**src/rtl/fixed_seq_multiplier.sv**
```systemverilog
`default_nettype none
// ============================================================================
//  Module   : fixed_seq_multiplier
//  Purpose  : Sequential signed Q16.16 multiplier. Operand magnitudes are
//             multiplied by a 32-step radix-2 shift-add into a 64-bit
//             accumulator. The Q16.16 result magnitude is truncated toward
//             zero, the sign is applied, and out-of-range results saturate
//             with an overflow flag.
//  Ports    : clk       - system clock, rising-edge active
//             rst       - synchronous active-high reset
//             start     - operation request, honoured only when idle
//             a, b      - Q16.16 signed operands, latched on acceptance
//             busy      - operation in flight
//             done      - one-cycle completion pulse
//             product   - Q16.16 signed result, held until the next done
//             overflow  - result was saturated, held with product
//  Revision : 1.0 - initial release
// ============================================================================
module fixed_seq_multiplier (
    input  logic        clk,
    input  logic        rst,
    input  logic        start,
    input  logic [31:0] a,
    input  logic [31:0] b,
    output logic        busy,
    output logic        done,
    output logic [31:0] product,
    output logic        overflow
);

    // ------------------------------------------------------------------
    // State encoding
    // ------------------------------------------------------------------
    localparam logic [1:0] S_IDLE   = 2'd0;
    localparam logic [1:0] S_RUN    = 2'd1;
    localparam logic [1:0] S_FINISH = 2'd2;

    localparam logic [4:0]  C_LAST_ITER = 5'd31;
    localparam logic [47:0] C_POS_LIMIT = 48'h0000_7FFF_FFFF;
    localparam logic [47:0] C_NEG_LIMIT = 48'h0000_8000_0000;
    localparam logic [31:0] C_POS_SAT   = 32'h7FFF_FFFF;
    localparam logic [31:0] C_NEG_SAT   = 32'h8000_0000;

    // ------------------------------------------------------------------
    // Registers and next-state values
    // ------------------------------------------------------------------
    logic [1:0]  state_q,    state_d;
    logic [63:0] mcand_q,    mcand_d;     // shifted multiplicand magnitude
    logic [31:0] mplier_q,   mplier_d;    // multiplier magnitude, LSB first
    logic [63:0] acc_q,      acc_d;       // full unsigned product magnitude
    logic [4:0]  cnt_q,      cnt_d;
    logic        sign_q,     sign_d;
    logic        done_q,     done_d;
    logic [31:0] product_q,  product_d;
    logic        overflow_q, overflow_d;

    // ------------------------------------------------------------------
    // FSM control strobes (driven by the output process)
    // ------------------------------------------------------------------
    logic w_load;     // accept a new operation
    logic w_step;     // perform one shift-add iteration
    logic w_commit;   // register the final result

    // ------------------------------------------------------------------
    // Operand magnitudes. The most negative value maps to 0x80000000,
    // which is its exact magnitude when read as unsigned.
    // ------------------------------------------------------------------
    logic [31:0] w_abs_a;
    logic [31:0] w_abs_b;

    assign w_abs_a = a[31] ? (~a + 32'd1) : a;
    assign w_abs_b = b[31] ? (~b + 32'd1) : b;

    // ------------------------------------------------------------------
    // Result formatting. Dropping the 16 fraction bits of the magnitude
    // truncates toward zero before the sign is applied.
    // ------------------------------------------------------------------
    logic [47:0] w_mag;
    logic [31:0] w_res;
    logic        w_ovf;
    logic        w_unused_frac;

    assign w_mag         = acc_q[63:16];
    assign w_unused_frac = ^acc_q[15:0];

    always_comb begin
        w_res = 32'd0;
        w_ovf = 1'b0;
        if (!sign_q) begin
            if (w_mag > C_POS_LIMIT) begin
                w_res = C_POS_SAT;
                w_ovf = 1'b1;
            end else begin
                w_res = w_mag[31:0];
            end
        end else begin
            // A magnitude of exactly 2^31 is representable as a negative
            // value; two's complement of 0x80000000 is itself.
            if (w_mag > C_NEG_LIMIT) begin
                w_res = C_NEG_SAT;
                w_ovf = 1'b1;
            end else begin
                w_res = ~w_mag[31:0] + 32'd1;
            end
        end
    end

    // ------------------------------------------------------------------
    // FSM process 1: state register
    // ------------------------------------------------------------------
    always_ff @(posedge clk) begin
        if (rst) begin
            state_q <= S_IDLE;
        end else begin
            state_q <= state_d;
        end
    end

    // ------------------------------------------------------------------
    // FSM process 2: next-state logic
    // ------------------------------------------------------------------
    always_comb begin
        state_d = state_q;
        case (state_q)
            S_IDLE: begin
                if (start) begin
                    state_d = S_RUN;
                end
            end
            S_RUN: begin
                if (cnt_q == C_LAST_ITER) begin
                    state_d = S_FINISH;
                end
            end
            S_FINISH: begin
                state_d = S_IDLE;
            end
            default: begin
                state_d = S_IDLE;
            end
        endcase
    end

    // ------------------------------------------------------------------
    // FSM process 3: outputs and datapath strobes
    // ------------------------------------------------------------------
    always_comb begin
        busy     = 1'b0;
        w_load   = 1'b0;
        w_step   = 1'b0;
        w_commit = 1'b0;
        case (state_q)
            S_IDLE: begin
                w_load = start;
            end
            S_RUN: begin
                busy   = 1'b1;
                w_step = 1'b1;
            end
            S_FINISH: begin
                busy     = 1'b1;
                w_commit = 1'b1;
            end
            default: begin
                busy = 1'b0;
            end
        endcase
    end

    // ------------------------------------------------------------------
    // Datapath next-state logic
    // ------------------------------------------------------------------
    always_comb begin
        mcand_d    = mcand_q;
        mplier_d   = mplier_q;
        acc_d      = acc_q;
        cnt_d      = cnt_q;
        sign_d     = sign_q;
        product_d  = product_q;
        overflow_d = overflow_q;
        done_d     = w_commit;

        if (w_load) begin
            mcand_d  = {32'd0, w_abs_a};
            mplier_d = w_abs_b;
            sign_d   = a[31] ^ b[31];
            acc_d    = 64'd0;
            cnt_d    = 5'd0;
        end else if (w_step) begin
            if (mplier_q[0]) begin
                acc_d = acc_q + mcand_q;
            end
            mcand_d  = mcand_q << 1;
            mplier_d = mplier_q >> 1;
            cnt_d    = cnt_q + 5'd1;
        end

        if (w_commit) begin
            product_d  = w_res;
            overflow_d = w_ovf;
        end
    end

    // ------------------------------------------------------------------
    // Datapath registers
    // ------------------------------------------------------------------
    always_ff @(posedge clk) begin
        if (rst) begin
            mcand_q    <= 64'd0;
            mplier_q   <= 32'd0;
            acc_q      <= 64'd0;
            cnt_q      <= 5'd0;
            sign_q     <= 1'b0;
            done_q     <= 1'b0;
            product_q  <= 32'd0;
            overflow_q <= 1'b0;
        end else begin
            mcand_q    <= mcand_d;
            mplier_q   <= mplier_d;
            acc_q      <= acc_d;
            cnt_q      <= cnt_d;
            sign_q     <= sign_d;
            done_q     <= done_d;
            product_q  <= product_d;
            overflow_q <= overflow_d;
        end
    end

    assign done     = done_q;
    assign product  = product_q;
    assign overflow = overflow_q;

endmodule
`default_nettype wire
```
**config.mk**
```make
export PLATFORM = sky130hd
export DESIGN_NAME = fixed_seq_multiplier
export DESIGN_NICKNAME = d
export VERILOG_FILES = /design/src/rtl/fixed_seq_multiplier.sv
export SDC_FILE = /design/constraint.sdc
export NUM_CORES = 1
export LEC_CHECK = 0
export CAP_MARGIN = 20
export CORE_MARGIN = 2
export CORE_UTILIZATION = 40
export CTS_BUF_LIST = sky130_fd_sc_hd__clkbuf_4 sky130_fd_sc_hd__clkbuf_8 sky130_fd_sc_hd__clkbuf_16
export DETAILED_ROUTE_END_ITERATION = 10
export GPL_TIMING_DRIVEN = 0
export SLEW_MARGIN = 20
export SYNTH_ARGS = -nofsm -noshare
export SYNTH_HDL_FRONTEND = slang
export SYNTH_SLANG_ARGS = --single-unit
```
**constraint.sdc**
```tcl
create_clock -name clk -period 8.7 [get_ports clk]
set_clock_uncertainty 0.15 [all_clocks]
set_input_delay 2.61 -clock clk [delete_from_list [all_inputs] [get_ports clk]]
set_output_delay 2.61 -clock clk [all_outputs]
set_load 0.03 [all_outputs]
```
# Yosys cells after proc, flatten, opt, wreduce, memory -nomap -nowiden

Index checks and enable logic that the tools add are counted.
W data, S select, Z words.

Flip-flop bits (word level): 202
Latch bits: 0
RAM bits: 0
Memory bits (read-only): 0
Input bits: 67
Memories kept: 0

Add/sub/neg operators: 5
$mul: 0
Divide/modulo/power cells: 0
Magnitude comparators: 2
Equal/unequal tests: 5
Shifts and indexed selects: 0
Muxes and demuxes: 19
Bitwise gates (word level): 4
Reduce and logical (&&, ||, !) cells: 6

Operator list:

| operator                | number |
|---|---|
| $mux W32                | 9 |
| $add A32 B1 Y32 const B | 3 |
| $not A32 Y32            | 3 |
| $add A64 B64 Y64        | 1 |
| $gt A48 B31 Y1 const B  | 1 |
| $gt A48 B32 Y1 const B  | 1 |
| $mux W1                 | 7 |
| $add A5 B1 Y5 const B   | 1 |
| $eq A5 B5 Y1 const B    | 1 |
| $mux W2                 | 2 |
| $ne A2 B2 Y1 const B    | 2 |
| $pmux W2 S2             | 1 |
| $reduce_and A2 Y1       | 2 |
| $reduce_or A2 Y1        | 2 |
| $eq A2 B1 Y1 const B    | 1 |
| $eq A2 B2 Y1 const B    | 1 |
| $logic_not A2 Y1        | 1 |
| $reduce_bool A2 Y1      | 1 |
| $xor A1 B1 Y1           | 1 |

# Depth between registers and ports, before layout

Gate-level depths: netlist of run 1.

Word-level depth: 4
Depth in mapped cells: 13

# Worst setup path after synthesis of run 1

OpenSTA, ideal clock, no wires.

Kind: input -> register
Start point: in b[6]
End point: reg mplier_q[26]
Setup time: 0.086 ns
Data arrival time: 5.170 ns
Required time: 8.464 ns
Path slack: 3.294 ns
Stages: 9
Buffers on the path: 0
Cell sequence: or4_4 > or3_1 > or3_4 > or3_1 > or3_4 > o31ai_4 > xnor2_1 > nor2_1 > a211oi_1

Longest elaborated chain between the ends: 4

Ends and longest elaborated chain:

| item                 | RTL line | source |
|---|---|---|
| from (decl)          | 24       | `input logic [31:0] b,` |
| $not A32 Y32         | 72       | `assign w_abs_b = b[31] ? (~b + 32'd1) : b;` |
| $add A32 B1 Y32      | 72       |  |
| $mux W32             | 72       |  |
| $mux W32             | 183      | `if (w_load) begin` |
| to (signal assigned) | 219      | `mplier_q <= mplier_d;` |
| to (decl)            | 49       | `logic [31:0] mplier_q, mplier_d;` |

No other way between the ends.
A chain may end at the register's enable or synchronous reset.

# Worst setup path in the final report of run 1

Start point: in b[6]
End point: reg mplier_q[28]

The elaborated chain is that of the path after synthesis.

==> results of run 1 <==
kinds of logic (layout without fill, tap and decap cells):
group	Yosys count	count (layout)	synth area share, %
compound gates	461	461	22.5
xor+xnor	115	115	7.51
fa+ha+maj	73	73	6.87
buf+inv	137	281	3.87
flops	202	202	30.1
mux	97	97	7.24
other cells	0	2	0
simple gates	621	621	21.8
layout by cell type, fill, tap and decap left out, drive strengths merged, types with 5 or more instances in the layout:
master and instances:
o41ai 15, a211oi 94, o21a 10, o21bai 15, or2 5, dfxtp 202
nand2b 10, and2 7, nor3 67, nor4 13, nand3 33, mux2i 97
a21oi 126, or4 13, and3 11, or3 29, o211ai 7, nand4 23
o31ai 22, clkdlybuf4s50 101, ha 72, a31oi 12, buf 14, nor3b 20
xor2 26, inv 28, nor2 189, o21ai 83, xnor2 89, nand2 185
a311oi 6, a21o 36, clkbuf 134
power breakdown:
| part | leakage, nW | internal, mW | switching (mW) | total (mW) |
|---|---|---|---|---|
| Clock | 0.413 | 0.636 | 0.400 | 1.04 |
| Sequential | 1.64 | 0.968 | 0.0326 | 1.00 |
| Combinational | 3.87 | 0.180 | 0.266 | 0.446 |
| Total | 5.93 | 1.78 | 0.699 | 2.48 |
critical path, delay by kind of cell:
family | cells | cell delay [ns]
xor gates and xnor gates | 1 | 0.14
AOI/OAI and AO/OA | 2 | 0.42
buffers and inverters | 1 | 0.46
and+or+nand+nor | 6 | 2.20
how the worst max path moves through the flow:
stage          startpoint           end  slack (ns)  cells after the start
6_report             b[6]  mplier_q[28]        3.14                     10
5_1_grt              a[4]   mcand_q[27]        2.97                     10
4_1_cts              b[6]  mplier_q[28]        3.14                     10
3_5_place_dp         b[6]  mplier_q[26]        2.63                     10
3_3_place_gp         b[6]  mplier_q[26]        2.67                     10
2_1_floorplan        b[6]  mplier_q[26]        3.29                      9
final cells by class:
class,instances,area (sq um)
Antenna cell,2,5.00
Clock buffer,39,774
Buffer,109,414
Multi-Input combinational cell,1367,8850
Tap cell,448,561
Inverter,28,105
Fill cell,3376,17500
Clock inverter,4,51.3
Timing Repair Buffer,101,1010
Sequential cell,202,4040
flip-flops by register name (all words and copies together), names as in the netlist:
register  flops
acc_q        64
state_q       2
product      32
overflow      1
sign_q        1
done          1
mcand_q      64
mplier_q     32
cnt_q         5
layer usage:
layer  routed length, um  GRT usage [%]
met5                  65              0
met4                1080           6.99
met3                2160           3.73
met2               17600           36.4
met1               18600           29.4
through the flow:
stage	utilization [%]	cells	hold slack, ns	area [sq um]
3_3_place_gp	45.0	2255	0.293	15000
2_1_floorplan	-	1706	0.286	13400
6_report	47.5	2300	0.308	15800
3_5_place_dp	45.0	2255	0.299	15000
5_1_grt	47.5	2299	0.332	15800
4_1_cts	47.5	2298	0.307	15800
==> impl_metrics.toml, run 1 <==
[routing]
drtIter0Drc = 563
vias_per_cell = 5.58
drcViolationCount = 0
vias = 12828
postRouteWirelength_mm = 39.5
wl_per_cell_um = 17.2
drtAntennaViolNets = 0
dr.pass1.iters = 5

[hold_path]
worstHoldEndpoint = "acc_q[10]"
hold_path_depth = 2
hp-class = "flop to flop"
hold_start = "acc_q[10]"

[global_route]
grt_max_degree = 13
grt_pass1_wl_mm = 64.3
grt.total_usage_pct = 22.1
grt_pass1_vias = 12485
grt_antenna_before_repair = 7
globalRouteOverflowTotal = 0

[placed_design]
dp_hpwl_mm = 30.9
gp_congestion = 0.936
io_buffer_count = 101
pre_cts_ws_ns = 2.63

[clock_tree]
cts_made_buffers = 24
clkSinkCount = 202
cts_root_buf = "clkbuf_16"
post_cts_buffers = 0
hold_buffers = 0
path_clk_slew_ns = 0.06
cts_resized = 0
cts_tree = "yes"
h-tree-depth = 1
cts_buffer_depth = 3
clk-insertion-delay-late_ns = 0.53

[critical_path]
worst_setup_path_start_kind = "input pin"
critPathMaxStageDelay_ns = 0.55
rrSetupSlack_ns = 4.47
crit_chain = "clkdlybuf4s50_1 > or4_4 > or3_1 > or3_4 > or3_1 > or3_4 > o21ai_1 > xnor2_1 > nor2_1 > a211oi_1"
r2r_cells = 12
worst_path_max_delay_cell = "or4_4"
cp.required_ns = 8.97
r2r_start = "mcand_q[0]"
critPathKind = "input pin to flop"
end_kind = "flop"
arrival_ns = 5.83
reg2reg_to = "acc_q[52]"
crit_fanout = 4

[yosys]
yosysMostFrequentCell = "dfxtp_1"
async_reset_ff_share_pct = 0
ys_seq_elements = 202
synth.distinct_cells = 67
ys_top_cells_by_area = "dfxtp_1 30%, mux2i_1 7.2%, ha_1 6.7%"
synth_top_area_share_pct = 30.1
ys.flop_type = "dfxtp_1"
ys_warn_count = 0
synth_edf_count = 0
syn_area_sq_um = 13400
synth_top_area_cell = "dfxtp_1"
synth_common_cells = "202 x dfxtp_1, 188 x nor2_1, 185 x nand2_1"
syn_avg_cell_area_sq_um = 7.86
syn_nets = 1846
ys_seq_area_share_pct = 30.1
synthCells = 1706

[status]
status = "finished, final reports clean"

[run]
cap_violations = 0

[die]
ios = 102
die_y_um = 187
dieArea_sq_um = 35000
fp-row-count = 67
core_sq_um = 33300
fp.dieW_um = 187
initial_core_util_pct = 40.3

[timing]
finalSetupTns_ns = 0
finalSetupViolations = 0
timing.slew.headroom_pct = 37.9
post-route-min-period_ns = 5.56
finalMaxSlewViolations = 0
fmax_mhz = 180
worst_slack_ns = 3.14
hold_viol = 0
rsz0062_at_grt = "false"
worstMarginPinSlew_ns = 0.932
fin_crit_sh_pct = 63.9

[cells_and_area]
nets = 1973
area_growth_pct = 17.9
drive_above_1_share_pct = 3.68

[power_and_ir_drop]
leakagePower_nw = 5.93
power_density_nw_per_um2 = 157
vdd_drop_max_uv = 129
p_total_mw = 2.48
Power figures use the tool's default switching activity.
==> run 2, diff against run 1 <==
==> constraint.sdc (replaced) <==
create_clock -name clk -period 4.65 [get_ports clk]
set_clock_uncertainty 0.15 [all_clocks]
set_input_delay 1.395 -clock clk [delete_from_list [all_inputs] [get_ports clk]]
set_output_delay 1.395 -clock clk [all_outputs]
set_load 0.03 [all_outputs]
==> results of run 2 <==
The final DEF is identical to that of run 1. Status: finished, final reports clean.
Main changes from that run: setup slack after placement 2.63 ns -> -0.206 ns; setup slack after layout 3.14 ns -> 0.307 ns; register-to-register setup slack 4.47 ns -> 0.42 ns; total power 2.48 mW -> 4.64 mW; worst IR drop on VDD 129 uV -> 241 uV
==> run 3, diff against run 2 <==
--- a/config.mk
+++ b/config.mk
@@ -9,6 +9,7 @@
 export CORE_MARGIN = 2
 export CORE_UTILIZATION = 40
 export CTS_BUF_LIST = sky130_fd_sc_hd__clkbuf_4 sky130_fd_sc_hd__clkbuf_8 sky130_fd_sc_hd__clkbuf_16
+export CTS_CLUSTER_SIZE = 20
 export DETAILED_ROUTE_END_ITERATION = 10
 export GPL_TIMING_DRIVEN = 0
 export SLEW_MARGIN = 20
==> impl_metrics.toml, run 3 (synthesis results as in run 1) <==
[routing]
wl_per_cell_um = 17.2
dr.pass1.iters = 5
postRouteWirelength_mm = 39.6
vias = 12839
drtAntennaViolNets = 0
vias_per_cell = 5.58
drtIter0Drc = 623
drcViolationCount = 0

[clock_tree]
post_cts_buffers = 0
cts_buffer_depth = 3
path_clk_slew_ns = 0.06
cts_tree = "yes"
clkSinkCount = 202
cts_root_buf = "clkbuf_16"
h-tree-depth = 1
cts_made_buffers = 24
cts_resized = 0
clk-insertion-delay-late_ns = 0.54
hold_buffers = 0

[timing]
finalMaxSlewViolations = 0
fin_crit_sh_pct = 93.1
finalSetupViolations = 0
hold_viol = 0
timing.slew.headroom_pct = 38.1
fmax_mhz = 231
rsz0062_at_grt = "false"
worstMarginPinSlew_ns = 0.929
finalSetupTns_ns = 0
post-route-min-period_ns = 4.33

[run]
cap_violations = 0

[cells_and_area]
fin_util_pct = 47.5
layout_common_cells = "202 x dfxtp_1, 188 x nor2_1, 185 x nand2_1"
nets = 1973
stdcell_count = 2300
ff_latch_area_sq_um = 4040
final_common_cell = "dfxtp_1"
area_growth_pct = 17.9
drive_above_1_share_pct = 3.68
multiInputGateArea_sq_um = 8850
reg_top3 = "acc_q x64, mcand_q x64"
fillers = 3369

[status]
status = "finished, final reports clean"

[critical_path]
critPathLaunch = "b[6]"
worst_setup_path_start_kind = "input pin"
r2r_start = "mcand_q[0]"
critPathKind = "input pin to flop"
crit_fanout = 4
end_kind = "flop"
arrival_ns = 4.62
cp.required_ns = 4.94

[die]
initial_core_util_pct = 40.3
dieArea_sq_um = 35000
die_y_um = 187
ios = 102
fp.dieW_um = 187
fp-row-count = 67
core_sq_um = 33300

[placed_design]
io_buffer_count = 101
dp.cells = 2255
dp_hpwl_mm = 30.9
gp_congestion = 0.936

[global_route]
grt_max_degree = 13
globalRouteOverflowTotal = 0
grt.total_usage_pct = 22.1
grt_pass1_vias = 12487
grt_pass1_wl_mm = 64.4
grt_antenna_before_repair = 7

[power_and_ir_drop]
power_density_nw_per_um2 = 294
vdd_drop_max_uv = 254
p_total_mw = 4.66
leakagePower_nw = 5.93

[hold_path]
hold_start = "acc_q[10]"
hp-class = "flop to flop"
## run 3: cell count changes in the layout (fill, tap and decap cells not counted)
cell	before	now
clkinv_4	1	0
clkinvlp_4	1	0
clkinv_2	1	2
inv_8	0	1
## run 3: worst max-delay path, cell delays in order
cell	delay [ns]
clkdlybuf4s50_1	0.45
or4_4	0.55
or3_1	0.36
or3_4	0.40
or3_1	0.40
or3_4	0.42
o21ai_1	0.17
xnor2_1	0.14
nor2_1	0.07
a211oi_1	0.25
## run 3: routing by layer
layer	up-vias	track usage, %	wire (um)
met4	10	7.17	1120
met2	321	36.4	17500
met3	95	3.77	2080
met5	-	0	65
met1	5934	29.4	18800
li1	6479	-	-
## run 3: metrics by stage
| step | instance area, sq um | worst slack [ns] | hold WS, ns |
|---|---|---|---|
| floorplan | 13400 | 0.459 | 0.286 |
| global placement | 15000 | -0.161 | 0.293 |
| global route | 15800 | 0.144 | 0.332 |
| finish | 15800 | 0.322 | 0.308 |
| detailed placement | 15000 | -0.206 | 0.299 |
| CTS | 15800 | 0.314 | 0.307 |
## run 3: area by class of cell
cell class                 count  share of cell area (%)
clock buffer                  39                    4.90
clock inverter                 4                   0.324
buffer                       109                    2.62
inverter                      28                   0.665
sequential                   202                    25.6
timing repair buffer         101                    6.39
antenna                        2                  0.0316
tap                          448                    3.54
multi-input combinational   1367                    56.0
## run 3: final timing paths
kind / slack (ns) / endpoint / cells after the start
hold reg to reg: 0.31 / acc_q[10] / 2
setup reg to reg: 0.38 / acc_q[52] / 12
setup / recovery: 0.32 / mplier_q[28] / 10
hold / removal: 0.31 / acc_q[10] / 2
## run 3: report_power, final
part           switching [mW]  internal, mW  total [mW]
combinational           0.499         0.336       0.835
sequential             0.0608          1.81        1.87
clock                   0.758          1.19        1.95
==> patch, RTL diff (settings of run 1) <==
Take the reset off `product_q` and load it in a clocked block of its own.
--- a/src/rtl/fixed_seq_multiplier.sv
+++ b/src/rtl/fixed_seq_multiplier.sv
@@ -212,7 +212,6 @@
             cnt_q      <= 5'd0;
             sign_q     <= 1'b0;
             done_q     <= 1'b0;
-            product_q  <= 32'd0;
             overflow_q <= 1'b0;
         end else begin
             mcand_q    <= mcand_d;
@@ -221,9 +220,12 @@
             cnt_q      <= cnt_d;
             sign_q     <= sign_d;
             done_q     <= done_d;
-            product_q  <= product_d;
             overflow_q <= overflow_d;
         end
+    end
+
+    always_ff @(posedge clk) begin
+        product_q <= product_d;
     end
 
     assign done     = done_q;
Function: same outputs for any inputs over 4 cycles, from zero or initial values and one cycle with rst high; that may be too few to reach the edited logic, so the function may still have changed.
==> patch against run 1 <==
Worst setup slack lost 0.21 ns. Wire length is 1.1% lower. Final area grew 1.6%. Area after synthesis rose by 1.8%. Power is 2.5% higher. Sequential cell count stayed put. Register-to-register slack better by 0.28 ns. Die area increased by 1.8%. Worst hold slack improved by 0.0013 ns. Largest cell class unchanged. Highest routed layer unchanged.
==> patch: results (changes against run 1) <==
Synth
  – Sequential area share after synthesis: 32.0% (+1.8 points)
  – Top cells by area, synth: dfxtp_1 25%, mux2i_1 7.2%, edfxtp_1 7.0%
  – Mux contribution to synthesized area: 7.18% (-0.055 points)
  – Synthesized Nets: 1843 (-0.16%)
  – Number of flops mapped to enable cells by yosys: 32 (+32)

Setup path
  – Reg-to-reg slack, setup: 4.75 ns (+0.28 ns)
  – Slowest-stage cell, CP: clkdlybuf4s50_1
  – Crit. Startpoint: b[4]
  – RR Endpoint: acc_q[54]$_SDFFE_PP0P_

Global routing
  – Routing usage on met3: 2.46% (-1.3 points)
  – Initial antenna violation count: 2 (-5)
  – Largest net degree at the start of global routing: 36 (+23)
  – First-pass GRT wire length: 63700 um (-0.93%)
  – GRT Util Overall: 21.7% (-0.34 points)

Status
  – Status: finished, final reports clean

Power and ir drop
  – Leakage: 6.19 nW (+4.4%)

STA
  – Fin Hold WS: 0.309 ns (+0.00127 ns)

Worst hold path
  – Worst Hold End: acc_q[12]$_SDFFE_PP0P_
  – Hold Startpoint: acc_q[12]$_SDFFE_PP0P_

Placement
  – GP Congestion: 0.962 (+2.7%)

Detailed routing
  – Total iterations of the first detailed-routing run: 7 (+2)
  – Drt total wl: 39100 um (-1.1%)
  – Drt initial violations: 769 (+37%)
  – DR WL met3: 1840 um (-15%)

Finish
  – Layout cells sized above 1: 3.95% (+0.27 points)
  – Final nets: 1970 (-0.15%)
## patch: power breakdown
group          total [mW]  leakage (nW)  switching, mW  internal [mW]
Clock                1.04         0.408          0.411          0.629
Combinational       0.476          4.10          0.288          0.188
Sequential           1.03          1.68         0.0348          0.993
Total                2.54          6.19          0.734           1.81
## patch: per-stage QoR
stage | utilization [%] | setup WS, ns | power, mW
after global routing | 47.8 | 2.71 | 2.66
after detailed placement | 45.3 | 2.39 | 1.52
final | 47.8 | 2.93 | 2.54
after floorplan | - | 3.16 | 1.36
after CTS | 47.8 | 2.94 | 2.56
after global placement | 45.3 | 2.42 | 1.51
## patch: cell type report
class	count	area (um^2)
Buffer	106	410
Timing Repair Buffer	101	1020
Clock buffer	32	703
Sequential cell	202	4360
Clock inverter	12	125
Tap cell	448	561
Multi-Input combinational cell	1366	8770
Fill cell	3331	17500
Antenna cell	1	2.50
Inverter	29	109
